## src/rtl/minisrc_alu_pkg.sv

```systemverilog
// ============================================================================
// Module : minisrc_alu_pkg
// Brief  : Shared widths and 4-bit ALU operation codes for the MiniSRC datapath
// Rev    : 1.0  initial release
// ============================================================================
`default_nettype none

package minisrc_alu_pkg;

   localparam int DATA_W     = 32;
   localparam int REG_ADDR_W = 4;
   localparam int ALU_OP_W   = 4;
   localparam int NUM_REGS   = 16;

   localparam logic [ALU_OP_W-1:0] CTRL_ALU_ADD = 4'd0;
   localparam logic [ALU_OP_W-1:0] CTRL_ALU_SUB = 4'd1;
   localparam logic [ALU_OP_W-1:0] CTRL_ALU_AND = 4'd2;
   localparam logic [ALU_OP_W-1:0] CTRL_ALU_OR  = 4'd3;
   localparam logic [ALU_OP_W-1:0] CTRL_ALU_SHR = 4'd4;
   localparam logic [ALU_OP_W-1:0] CTRL_ALU_SRA = 4'd5;
   localparam logic [ALU_OP_W-1:0] CTRL_ALU_SHL = 4'd6;
   localparam logic [ALU_OP_W-1:0] CTRL_ALU_ROR = 4'd7;
   localparam logic [ALU_OP_W-1:0] CTRL_ALU_ROL = 4'd8;
   localparam logic [ALU_OP_W-1:0] CTRL_ALU_MUL = 4'd9;
   localparam logic [ALU_OP_W-1:0] CTRL_ALU_DIV = 4'd10;
   localparam logic [ALU_OP_W-1:0] CTRL_ALU_NEG = 4'd11;
   localparam logic [ALU_OP_W-1:0] CTRL_ALU_NOT = 4'd12;

endpackage

`default_nettype wire

```

## src/rtl/minisrc_datapath_if.sv

```systemverilog
// ============================================================================
// Module : minisrc_datapath_if
// Brief  : Control/memory bundle between the MiniSRC control unit (master)
//          and the datapath (slave)
// Rev    : 1.0  initial release
// ============================================================================
`default_nettype none

interface minisrc_datapath_if;

   logic [31:0] iMemData;
   logic [31:0] oMemAddr;
   logic [31:0] oMemData;
   logic        iPC_nRst;
   logic        iPC_en;
   logic        iPC_jmp;
   logic        iPC_loadRA;
   logic        iPC_loadImm;
   logic        iRF_Write;
   logic [3:0]  iRF_AddrA;
   logic [3:0]  iRF_AddrB;
   logic [3:0]  iRF_AddrC;
   logic        iRWB_en;
   logic [3:0]  iALU_Ctrl;
   logic        iRA_en;
   logic        iRB_en;
   logic        iRZH_en;
   logic        iRZL_en;
   logic        iRAS_en;
   logic        oJ_zero;
   logic        oJ_nZero;
   logic        oJ_pos;
   logic        oJ_neg;
   logic        oALU_neg;
   logic        oALU_zero;
   logic        iMUX_BIS;
   logic        iMUX_RZHS;
   logic        iMUX_WBM;
   logic        iMUX_WBP;
   logic        iMUX_MAP;
   logic        iMUX_ASS;
   logic [31:0] iImm32;

   modport master (
      output iMemData, iPC_nRst, iPC_en, iPC_jmp, iPC_loadRA, iPC_loadImm,
             iRF_Write, iRF_AddrA, iRF_AddrB, iRF_AddrC, iRWB_en, iALU_Ctrl,
             iRA_en, iRB_en, iRZH_en, iRZL_en, iRAS_en,
             iMUX_BIS, iMUX_RZHS, iMUX_WBM, iMUX_WBP, iMUX_MAP, iMUX_ASS, iImm32,
      input  oMemAddr, oMemData, oJ_zero, oJ_nZero, oJ_pos, oJ_neg,
             oALU_neg, oALU_zero
   );

   modport slave (
      input  iMemData, iPC_nRst, iPC_en, iPC_jmp, iPC_loadRA, iPC_loadImm,
             iRF_Write, iRF_AddrA, iRF_AddrB, iRF_AddrC, iRWB_en, iALU_Ctrl,
             iRA_en, iRB_en, iRZH_en, iRZL_en, iRAS_en,
             iMUX_BIS, iMUX_RZHS, iMUX_WBM, iMUX_WBP, iMUX_MAP, iMUX_ASS, iImm32,
      output oMemAddr, oMemData, oJ_zero, oJ_nZero, oJ_pos, oJ_neg,
             oALU_neg, oALU_zero
   );

endinterface

`default_nettype wire

```

## src/rtl/minisrc_alu.sv

```systemverilog
// ============================================================================
// Module : minisrc_alu
// Brief  : Combinational MiniSRC ALU, (A, B, op) -> {hi, lo}
//          Optional feature macro: DATAPATH_MULDIV_EN (signed MUL / DIV)
// Rev    : 1.0  initial release
// ============================================================================
`default_nettype none

module minisrc_alu
   import minisrc_alu_pkg::*;
(
   input  logic [DATA_W-1:0]   a_i,
   input  logic [DATA_W-1:0]   b_i,
   input  logic [ALU_OP_W-1:0] op_i,
   output logic [DATA_W-1:0]   hi_o,
   output logic [DATA_W-1:0]   lo_o
);

   logic [4:0] sh;
   assign sh = b_i[4:0];

`ifdef DATAPATH_MULDIV_EN
   // Sign-extend to 64 bits first so the truncated product is the full signed result.
   logic [63:0] prod;
   assign prod = $signed({{32{a_i[31]}}, a_i}) * $signed({{32{b_i[31]}}, b_i});
`endif

   // Operation select; hi stays zero except for the wide MUL/DIV results.
   always_comb begin
      hi_o = '0;
      lo_o = '0;
      case (op_i)
         CTRL_ALU_ADD: lo_o = a_i + b_i;
         CTRL_ALU_SUB: lo_o = a_i - b_i;
         CTRL_ALU_AND: lo_o = a_i & b_i;
         CTRL_ALU_OR:  lo_o = a_i | b_i;
         CTRL_ALU_SHR: lo_o = a_i >> sh;
         CTRL_ALU_SRA: lo_o = $unsigned($signed(a_i) >>> sh);
         CTRL_ALU_SHL: lo_o = a_i << sh;
         // A shift by 32 yields zero, so sh==0 degenerates cleanly to a_i.
         CTRL_ALU_ROR: lo_o = (a_i >> sh) | (a_i << (6'd32 - {1'b0, sh}));
         CTRL_ALU_ROL: lo_o = (a_i << sh) | (a_i >> (6'd32 - {1'b0, sh}));
`ifdef DATAPATH_MULDIV_EN
         CTRL_ALU_MUL: begin
            hi_o = prod[63:32];
            lo_o = prod[31:0];
         end
         CTRL_ALU_DIV: begin
            if (b_i == '0) begin
               lo_o = '1;
               hi_o = a_i;
            end else begin
               lo_o = $unsigned($signed(a_i) / $signed(b_i));
               hi_o = $unsigned($signed(a_i) % $signed(b_i));
            end
         end
`endif
         CTRL_ALU_NEG: lo_o = '0 - b_i;
         CTRL_ALU_NOT: lo_o = ~b_i;
         default: begin
            hi_o = '0;
            lo_o = '0;
         end
      endcase
   end

endmodule

`default_nettype wire

```

## src/rtl/minisrc_datapath.sv

```systemverilog
// ============================================================================
// Module : minisrc_datapath
// Brief  : MiniSRC 32-bit datapath - PC, 16x32 register file, ALU latches,
//          write-back register, memory address/data paths. All control comes
//          from the interface. Optional feature macro: DATAPATH_MULDIV_EN
// Rev    : 1.0  initial release
// ============================================================================
`default_nettype none

module minisrc_datapath
   import minisrc_alu_pkg::*;
(
   input  logic              iClk,
   input  logic              nRst,
   minisrc_datapath_if.slave bus
);

   logic [DATA_W-1:0] rf_q [NUM_REGS];
   logic [DATA_W-1:0] ra_q,  ra_d;
   logic [DATA_W-1:0] rb_q,  rb_d;
   logic [DATA_W-1:0] rzh_q, rzh_d;
   logic [DATA_W-1:0] rzl_q, rzl_d;
   logic [DATA_W-1:0] ras_q, ras_d;
   logic [DATA_W-1:0] rwb_q, rwb_d;
   logic [DATA_W-1:0] pc_q,  pc_d;

   logic [DATA_W-1:0] rf_a, rf_b, alu_hi, alu_lo, rz, wb;

   assign rf_a = rf_q[bus.iRF_AddrA];
   assign rf_b = rf_q[bus.iRF_AddrB];

   minisrc_alu u_alu (
      .a_i  (ra_q),
      .b_i  (rb_q),
      .op_i (bus.iALU_Ctrl),
      .hi_o (alu_hi),
      .lo_o (alu_lo)
   );

   assign rz = bus.iMUX_RZHS ? rzh_q : rzl_q;

   // Write-back source, memory data wins over PC, which wins over RAS.
   always_comb begin
      wb = rz;
      if (bus.iMUX_WBM)      wb = bus.iMemData;
      else if (bus.iMUX_WBP) wb = pc_q;
      else if (bus.iMUX_ASS) wb = ras_q;
   end

   // Next values for the operand, result and write-back latches.
   always_comb begin
      ra_d  = bus.iRA_en  ? rf_a : ra_q;
      rb_d  = bus.iRB_en  ? (bus.iMUX_BIS ? bus.iImm32 : rf_b) : rb_q;
      rzh_d = bus.iRZH_en ? alu_hi : rzh_q;
      rzl_d = bus.iRZL_en ? alu_lo : rzl_q;
      ras_d = bus.iRAS_en ? rz : ras_q;
      rwb_d = bus.iRWB_en ? wb : rwb_q;
   end

   // PC next value; the synchronous clear overrides every update source.
   always_comb begin
      pc_d = pc_q;
      if (!bus.iPC_nRst) begin
         pc_d = '0;
      end else if (bus.iPC_en) begin
         if (bus.iPC_loadRA)                       pc_d = ra_q;
         else if (bus.iPC_loadImm && bus.iPC_jmp)  pc_d = pc_q + bus.iImm32;
         else                                      pc_d = pc_q + 32'd1;
      end
   end

   // Datapath registers.
   always_ff @(posedge iClk or negedge nRst) begin
      if (!nRst) begin
         ra_q  <= '0;
         rb_q  <= '0;
         rzh_q <= '0;
         rzl_q <= '0;
         ras_q <= '0;
         rwb_q <= '0;
         pc_q  <= '0;
      end else begin
         ra_q  <= ra_d;
         rb_q  <= rb_d;
         rzh_q <= rzh_d;
         rzl_q <= rzl_d;
         ras_q <= ras_d;
         rwb_q <= rwb_d;
         pc_q  <= pc_d;
      end
   end

   // Register file write port; R0 is an ordinary register.
   always_ff @(posedge iClk or negedge nRst) begin
      if (!nRst) begin
         for (int i = 0; i < NUM_REGS; i++) rf_q[i] <= '0;
      end else if (bus.iRF_Write) begin
         rf_q[bus.iRF_AddrC] <= rwb_q;
      end
   end

   assign bus.oMemAddr  = bus.iMUX_MAP ? pc_q : ras_q;
   assign bus.oMemData  = rf_b;
   assign bus.oJ_zero   = (ra_q == '0);
   assign bus.oJ_nZero  = (ra_q != '0);
   assign bus.oJ_pos    = ~ra_q[31];
   assign bus.oJ_neg    = ra_q[31];
   assign bus.oALU_zero = (alu_lo == '0);
   assign bus.oALU_neg  = alu_lo[31];

endmodule

`default_nettype wire

```

## src/flat_wrapper.sv

```systemverilog
// flat-port wrapper written by rule: the top's interface ports become plain ports
module minisrc_datapath_flat import minisrc_alu_pkg::*;
  (iClk, nRst, bus_iMemData, bus_iPC_nRst, bus_iPC_en, bus_iPC_jmp, bus_iPC_loadRA, bus_iPC_loadImm, bus_iRF_Write, bus_iRF_AddrA, bus_iRF_AddrB, bus_iRF_AddrC, bus_iRWB_en, bus_iALU_Ctrl, bus_iRA_en, bus_iRB_en, bus_iRZH_en, bus_iRZL_en, bus_iRAS_en, bus_iMUX_BIS, bus_iMUX_RZHS, bus_iMUX_WBM, bus_iMUX_WBP, bus_iMUX_MAP, bus_iMUX_ASS, bus_iImm32, bus_oMemAddr, bus_oMemData, bus_oJ_zero, bus_oJ_nZero, bus_oJ_pos, bus_oJ_neg, bus_oALU_neg, bus_oALU_zero);
  minisrc_datapath_if bus_i ();
  input  logic iClk;
  input  logic nRst;
  input wire logic [$bits(bus_i.iMemData)-1:0] bus_iMemData;
  input wire logic [$bits(bus_i.iPC_nRst)-1:0] bus_iPC_nRst;
  input wire logic [$bits(bus_i.iPC_en)-1:0] bus_iPC_en;
  input wire logic [$bits(bus_i.iPC_jmp)-1:0] bus_iPC_jmp;
  input wire logic [$bits(bus_i.iPC_loadRA)-1:0] bus_iPC_loadRA;
  input wire logic [$bits(bus_i.iPC_loadImm)-1:0] bus_iPC_loadImm;
  input wire logic [$bits(bus_i.iRF_Write)-1:0] bus_iRF_Write;
  input wire logic [$bits(bus_i.iRF_AddrA)-1:0] bus_iRF_AddrA;
  input wire logic [$bits(bus_i.iRF_AddrB)-1:0] bus_iRF_AddrB;
  input wire logic [$bits(bus_i.iRF_AddrC)-1:0] bus_iRF_AddrC;
  input wire logic [$bits(bus_i.iRWB_en)-1:0] bus_iRWB_en;
  input wire logic [$bits(bus_i.iALU_Ctrl)-1:0] bus_iALU_Ctrl;
  input wire logic [$bits(bus_i.iRA_en)-1:0] bus_iRA_en;
  input wire logic [$bits(bus_i.iRB_en)-1:0] bus_iRB_en;
  input wire logic [$bits(bus_i.iRZH_en)-1:0] bus_iRZH_en;
  input wire logic [$bits(bus_i.iRZL_en)-1:0] bus_iRZL_en;
  input wire logic [$bits(bus_i.iRAS_en)-1:0] bus_iRAS_en;
  input wire logic [$bits(bus_i.iMUX_BIS)-1:0] bus_iMUX_BIS;
  input wire logic [$bits(bus_i.iMUX_RZHS)-1:0] bus_iMUX_RZHS;
  input wire logic [$bits(bus_i.iMUX_WBM)-1:0] bus_iMUX_WBM;
  input wire logic [$bits(bus_i.iMUX_WBP)-1:0] bus_iMUX_WBP;
  input wire logic [$bits(bus_i.iMUX_MAP)-1:0] bus_iMUX_MAP;
  input wire logic [$bits(bus_i.iMUX_ASS)-1:0] bus_iMUX_ASS;
  input wire logic [$bits(bus_i.iImm32)-1:0] bus_iImm32;
  output wire logic [$bits(bus_i.oMemAddr)-1:0] bus_oMemAddr;
  output wire logic [$bits(bus_i.oMemData)-1:0] bus_oMemData;
  output wire logic [$bits(bus_i.oJ_zero)-1:0] bus_oJ_zero;
  output wire logic [$bits(bus_i.oJ_nZero)-1:0] bus_oJ_nZero;
  output wire logic [$bits(bus_i.oJ_pos)-1:0] bus_oJ_pos;
  output wire logic [$bits(bus_i.oJ_neg)-1:0] bus_oJ_neg;
  output wire logic [$bits(bus_i.oALU_neg)-1:0] bus_oALU_neg;
  output wire logic [$bits(bus_i.oALU_zero)-1:0] bus_oALU_zero;
  assign bus_i.iMemData = bus_iMemData;
  assign bus_i.iPC_nRst = bus_iPC_nRst;
  assign bus_i.iPC_en = bus_iPC_en;
  assign bus_i.iPC_jmp = bus_iPC_jmp;
  assign bus_i.iPC_loadRA = bus_iPC_loadRA;
  assign bus_i.iPC_loadImm = bus_iPC_loadImm;
  assign bus_i.iRF_Write = bus_iRF_Write;
  assign bus_i.iRF_AddrA = bus_iRF_AddrA;
  assign bus_i.iRF_AddrB = bus_iRF_AddrB;
  assign bus_i.iRF_AddrC = bus_iRF_AddrC;
  assign bus_i.iRWB_en = bus_iRWB_en;
  assign bus_i.iALU_Ctrl = bus_iALU_Ctrl;
  assign bus_i.iRA_en = bus_iRA_en;
  assign bus_i.iRB_en = bus_iRB_en;
  assign bus_i.iRZH_en = bus_iRZH_en;
  assign bus_i.iRZL_en = bus_iRZL_en;
  assign bus_i.iRAS_en = bus_iRAS_en;
  assign bus_i.iMUX_BIS = bus_iMUX_BIS;
  assign bus_i.iMUX_RZHS = bus_iMUX_RZHS;
  assign bus_i.iMUX_WBM = bus_iMUX_WBM;
  assign bus_i.iMUX_WBP = bus_iMUX_WBP;
  assign bus_i.iMUX_MAP = bus_iMUX_MAP;
  assign bus_i.iMUX_ASS = bus_iMUX_ASS;
  assign bus_i.iImm32 = bus_iImm32;
  assign bus_oMemAddr = bus_i.oMemAddr;
  assign bus_oMemData = bus_i.oMemData;
  assign bus_oJ_zero = bus_i.oJ_zero;
  assign bus_oJ_nZero = bus_i.oJ_nZero;
  assign bus_oJ_pos = bus_i.oJ_pos;
  assign bus_oJ_neg = bus_i.oJ_neg;
  assign bus_oALU_neg = bus_i.oALU_neg;
  assign bus_oALU_zero = bus_i.oALU_zero;
  minisrc_datapath u_core (.iClk(iClk), .nRst(nRst), .bus(bus_i));
endmodule
```

## config.mk

```make
export PLATFORM = sky130hd
export DESIGN_NAME = minisrc_datapath_flat
export DESIGN_NICKNAME = d
export VERILOG_FILES = /design/src/rtl/minisrc_alu_pkg.sv /design/src/rtl/minisrc_datapath_if.sv /design/src/rtl/minisrc_alu.sv /design/src/rtl/minisrc_datapath.sv /design/src/flat_wrapper.sv
export SDC_FILE = /design/constraint.sdc
export NUM_CORES = 2
export LEC_CHECK = 0
export ABC_AREA = 0
export CORE_ASPECT_RATIO = 1.2
export CORE_MARGIN = 3
export CORE_UTILIZATION = 25
export CTS_CLUSTER_SIZE = 12
export DETAILED_ROUTE_END_ITERATION = 10
export MAX_ROUTING_LAYER = met4
export SLEW_MARGIN = 30
export SYNTH_ARGS = -nofsm -noshare
export SYNTH_HDL_FRONTEND = slang
export SYNTH_SLANG_ARGS = --single-unit
```

## constraint.sdc

```tcl
create_clock -name iClk -period 9.85 [get_ports iClk]
set_input_delay 1.97 -clock iClk [delete_from_list [all_inputs] [get_ports iClk]]
set_output_delay 1.97 -clock iClk [all_outputs]
set_load 0.1 [all_outputs]
```

==> impl_metrics.ini <==
[worst_setup_path]
worst_ep_arrival_time_ns = 7.43
ff2ff_setup_slack_ns = 4.62
endpoint_kind = output pin
crit_fanout = 32
cp-start-kind = input port
crit_required_ns = 7.88
rr_startpoint = u_core.rb_q[2]$_DFFE_PN0P_
path_class = in -> out
worst-r2r-cell-count = 14
r2r_end = u_core.rzl_q[27]$_DFFE_PN0P_

[routing]
ant_nets = 0
wl_um = 237000
num_vias = 43600
drcViolationCount = 0
initialDrtViolationCount = 5378
via_per_inst = 5.72
routedWlPerCell_um = 31.1
drt_pass1_iterations = 6

[yosys]
synth_ff_type = dfrtp_1
ys_ff_latch = 704
yosysSeqAreaShare_pct = 34.0
synth-edff-count = 0
synth_area_um2 = 51800
synth-async-reset-ratio_pct = 100
synthCells = 4834
yosysWarnings = 0
ys_types = 90
syn-num-nets = 5071
syn_area_per_cell_um2 = 10.7

[floorplanning]
dieArea_um2 = 213000
start_util_pct = 25.2
io_pins = 170
fp.dieW_um = 422
rows = 182
die_h_um = 505
coreArea_um2 = 205000

[clock_tree]
cts_setup_buffers = 0
cts_tree = yes
htreeDepth = 3
cts_sinks = 704
worst_skew_pair.late_latency_ns = 0.65
cts_resized = 0
cts_root_buf = clkbuf_16
hold_buffers = 0
clk_pin_slew_worst_paths_ns = 0.06
cts_made_buffers = 78
clk_path_buf_depth = 3

[timing]
fmax_mhz = 106
setup_viol = 0
clock_skew_ns = 0.0402
maxSlewHeadroom_pct = 30.4
hold_ws_ns = 0.524
tightest_slew_ns = 1.04
rsz0062_at_grt = false
fin_tns_setup_ns = 0
hold_viol = 0
finalMaxSlewViolations = 0
period_share_pct = 95.4
finalCriticalPeriod_ns = 9.40

[run_status]
outcome = completed

[placed_design]
dp_hpwl_um = 167000
port_buffers = 168
gp_congestion = 1.08

[grt]
antenna_found_initial = 20
grt_max_degree = 160
grtUsageTotal_pct = 22.1
grt_pass1_vias = 42900
grt_first_pass_wirelength_um = 333000
grt_remaining_overflow = 0

[layout]
fill_cells = 21300
syn2layout_area_growth_pct = 14.2
drive_above_1_share_pct = 28.7
nets = 5033

[power_and_ir_drop]
vdd_ir_drop_max_mv = 0.169
power.leakage_nw = 23.7
pwr_density_cell_nw_per_um2 = 240

[worst_hold_path]
min-delay-start = u_core.rf_q[42]$_DFFE_PN0P_
holdPathEnd = u_core.rf_q[42]$_DFFE_PN0P_
holdPathStages = 1
hold_class = reg -> reg

[run]
maxCapViolations = 0
-- cell type report --
cell class / instances / area (µm²) / share of cell area [%]
multi-input cells: 3541 / 31900 / 53.9
inverters: 128 / 480 / 0.812
well taps: 2760 / 3450 / 5.83
diodes: 8 / 20.0 / 0.0338
repair buffers: 343 / 3030 / 5.12
clock inverters: 22 / 375 / 0.634
clock buffers: 118 / 2260 / 3.82
flip-flops and latches: 704 / 17600 / 29.8
-- where the power goes --
| part | leakage [nW] | internal, mW | switching [mW] |
|---|---|---|---|
| Clock | 1.28 | 1.76 | 1.26 |
| Sequential | 8.67 | 3.63 | 0.740 |
| Combinational | 13.7 | 2.66 | 4.14 |
-- cells in the mapped netlist (10+ instances only) --
library cell	count	area, µm²
mux2_2	575	6470
nand4_1	31	194
nand3b_1	44	330
a31oi_1	27	169
or3_1	17	106
a21o_1	43	323
xnor2_1	39	342
nor2b_1	34	213
dfrtp_1	704	17600
buf_1	93	349
inv_1	126	473
clkbuf_1	291	1090
mux4_2	409	9210
a21oi_1	371	1860
nand2_1	278	1040
nor2_1	394	1480
a22oi_1	14	105
a2111oi_0	13	114
buf_2	46	230
ha_1	134	1680
o22ai_1	54	338
o2111ai_1	10	87.6
nand2b_1	30	188
or2_2	14	87.6
or4_1	10	75.1
xor2_1	31	272
o21ai_0	226	1130
nor3b_1	41	308
nor3_1	51	255
nand3_1	57	285
mux2i_1	151	1510
o211a_1	13	130
o221ai_1	12	105
o211ai_1	42	315
o31ai_1	13	97.6
buf_4	10	75.1
a221oi_1	24	210
nor4_1	27	169
and3_1	50	313
buf_6	21	236
and2_1	43	269
a211oi_1	58	435
a211o_1	11	96.3
-- how the worst max path moves through the flow --
stage	startpoint	end	slack, ns	cells after the start
after detailed placement	bus_iALU_Ctrl[3]	bus_oALU_zero	0.52	18
after global routing	bus_iALU_Ctrl[3]	bus_oALU_zero	0.25	18
after global placement	bus_iALU_Ctrl[3]	bus_oALU_zero	0.50	18
after CTS	bus_iALU_Ctrl[3]	bus_oALU_zero	0.50	18
final	bus_iALU_Ctrl[3]	bus_oALU_zero	0.45	18
after floorplan	bus_iALU_Ctrl[0]	bus_oALU_zero	0.0008	18
-- cells in the final DEF (no fill, tap or decap), types with 44 or more instances in the layout --
cell             Yosys  routed
a211oi_1            58      58
a21oi_1            371     370
and3_1              50      50
buf_4               10     165
clkbuf_16            0      79
clkdlybuf4s50_1      0     129
dfrtp_1            704     695
ha_1               134     133
inv_1              126     126
mux2_2             575     575
mux2i_1            151     150
mux4_2             409     409
nand2_1            278     277
nand3_1             57      57
nand3b_1            44      44
nor2_1             394     385
nor3_1              51      50
o21ai_0            226     216
o22ai_1             54      53
-- metal layers --
metal | wire [µm] | GRT usage (%)
met1 | 90300 | 26.2
met2 | 111000 | 34.9
met3 | 17300 | 3.63
met4 | 18600 | 14.2
met5 | 0 | -
-- stage by stage --
step	instances	cell area, µm²	util, %	worst slack, ns	total power [mW]
after global placement	7473	56500	27.5	0.503	10.9
final	7624	59200	28.8	0.453	14.2
after CTS	7613	59100	28.8	0.500	14.1
after floorplan	4834	51800	-	0.000830	8.54
after detailed placement	7473	56500	27.5	0.517	11.0
after global routing	7622	59200	28.8	0.250	14.7
-- kinds of logic (layout without fill, tap and decap cells) --
group / count (synthesis) / count (layout) / synth area share, %
AOI/OAI and AO/OA: 1035 / 1035 / 12.4
xor gates and xnor gates: 70 / 70 / 1.18
adders and majority gates: 137 / 137 / 3.35
buffers and inverters: 589 / 611 / 4.76
DFF: 704 / 704 / 34.0
muxes: 1138 / 1138 / 33.3
other: 0 / 8 / 0
and+or+nand+nor: 1161 / 1161 / 11.0
-- state kept, by name, summed over array words and instances (netlist names) --
register      cells
u_core.rb_q      32
u_core.ra_q      32
u_core.pc_q      32
u_core.rzl_q     32
u_core.rf_q     512
u_core.rwb_q     32
u_core.ras_q     32
-- worst max-delay path, cell delays in order --
cell and delay, ns:
clkdlybuf4s50_1 0.54, nand4b_1 0.18, buf_12 0.20, and2_1 0.21, ha_1 0.33, nor3b_1 0.16, a21oi_1 0.51, o22ai_1 0.16
a2111oi_0 0.49, nand4_1 0.15, a211oi_1 0.47, nand3_1 0.27, nor4_1 0.42, nand4_1 0.16, nor4_1 0.30, nand4_1 0.17
nor3_2 0.41, buf_12 0.24
Power figures use the tool's default switching activity.
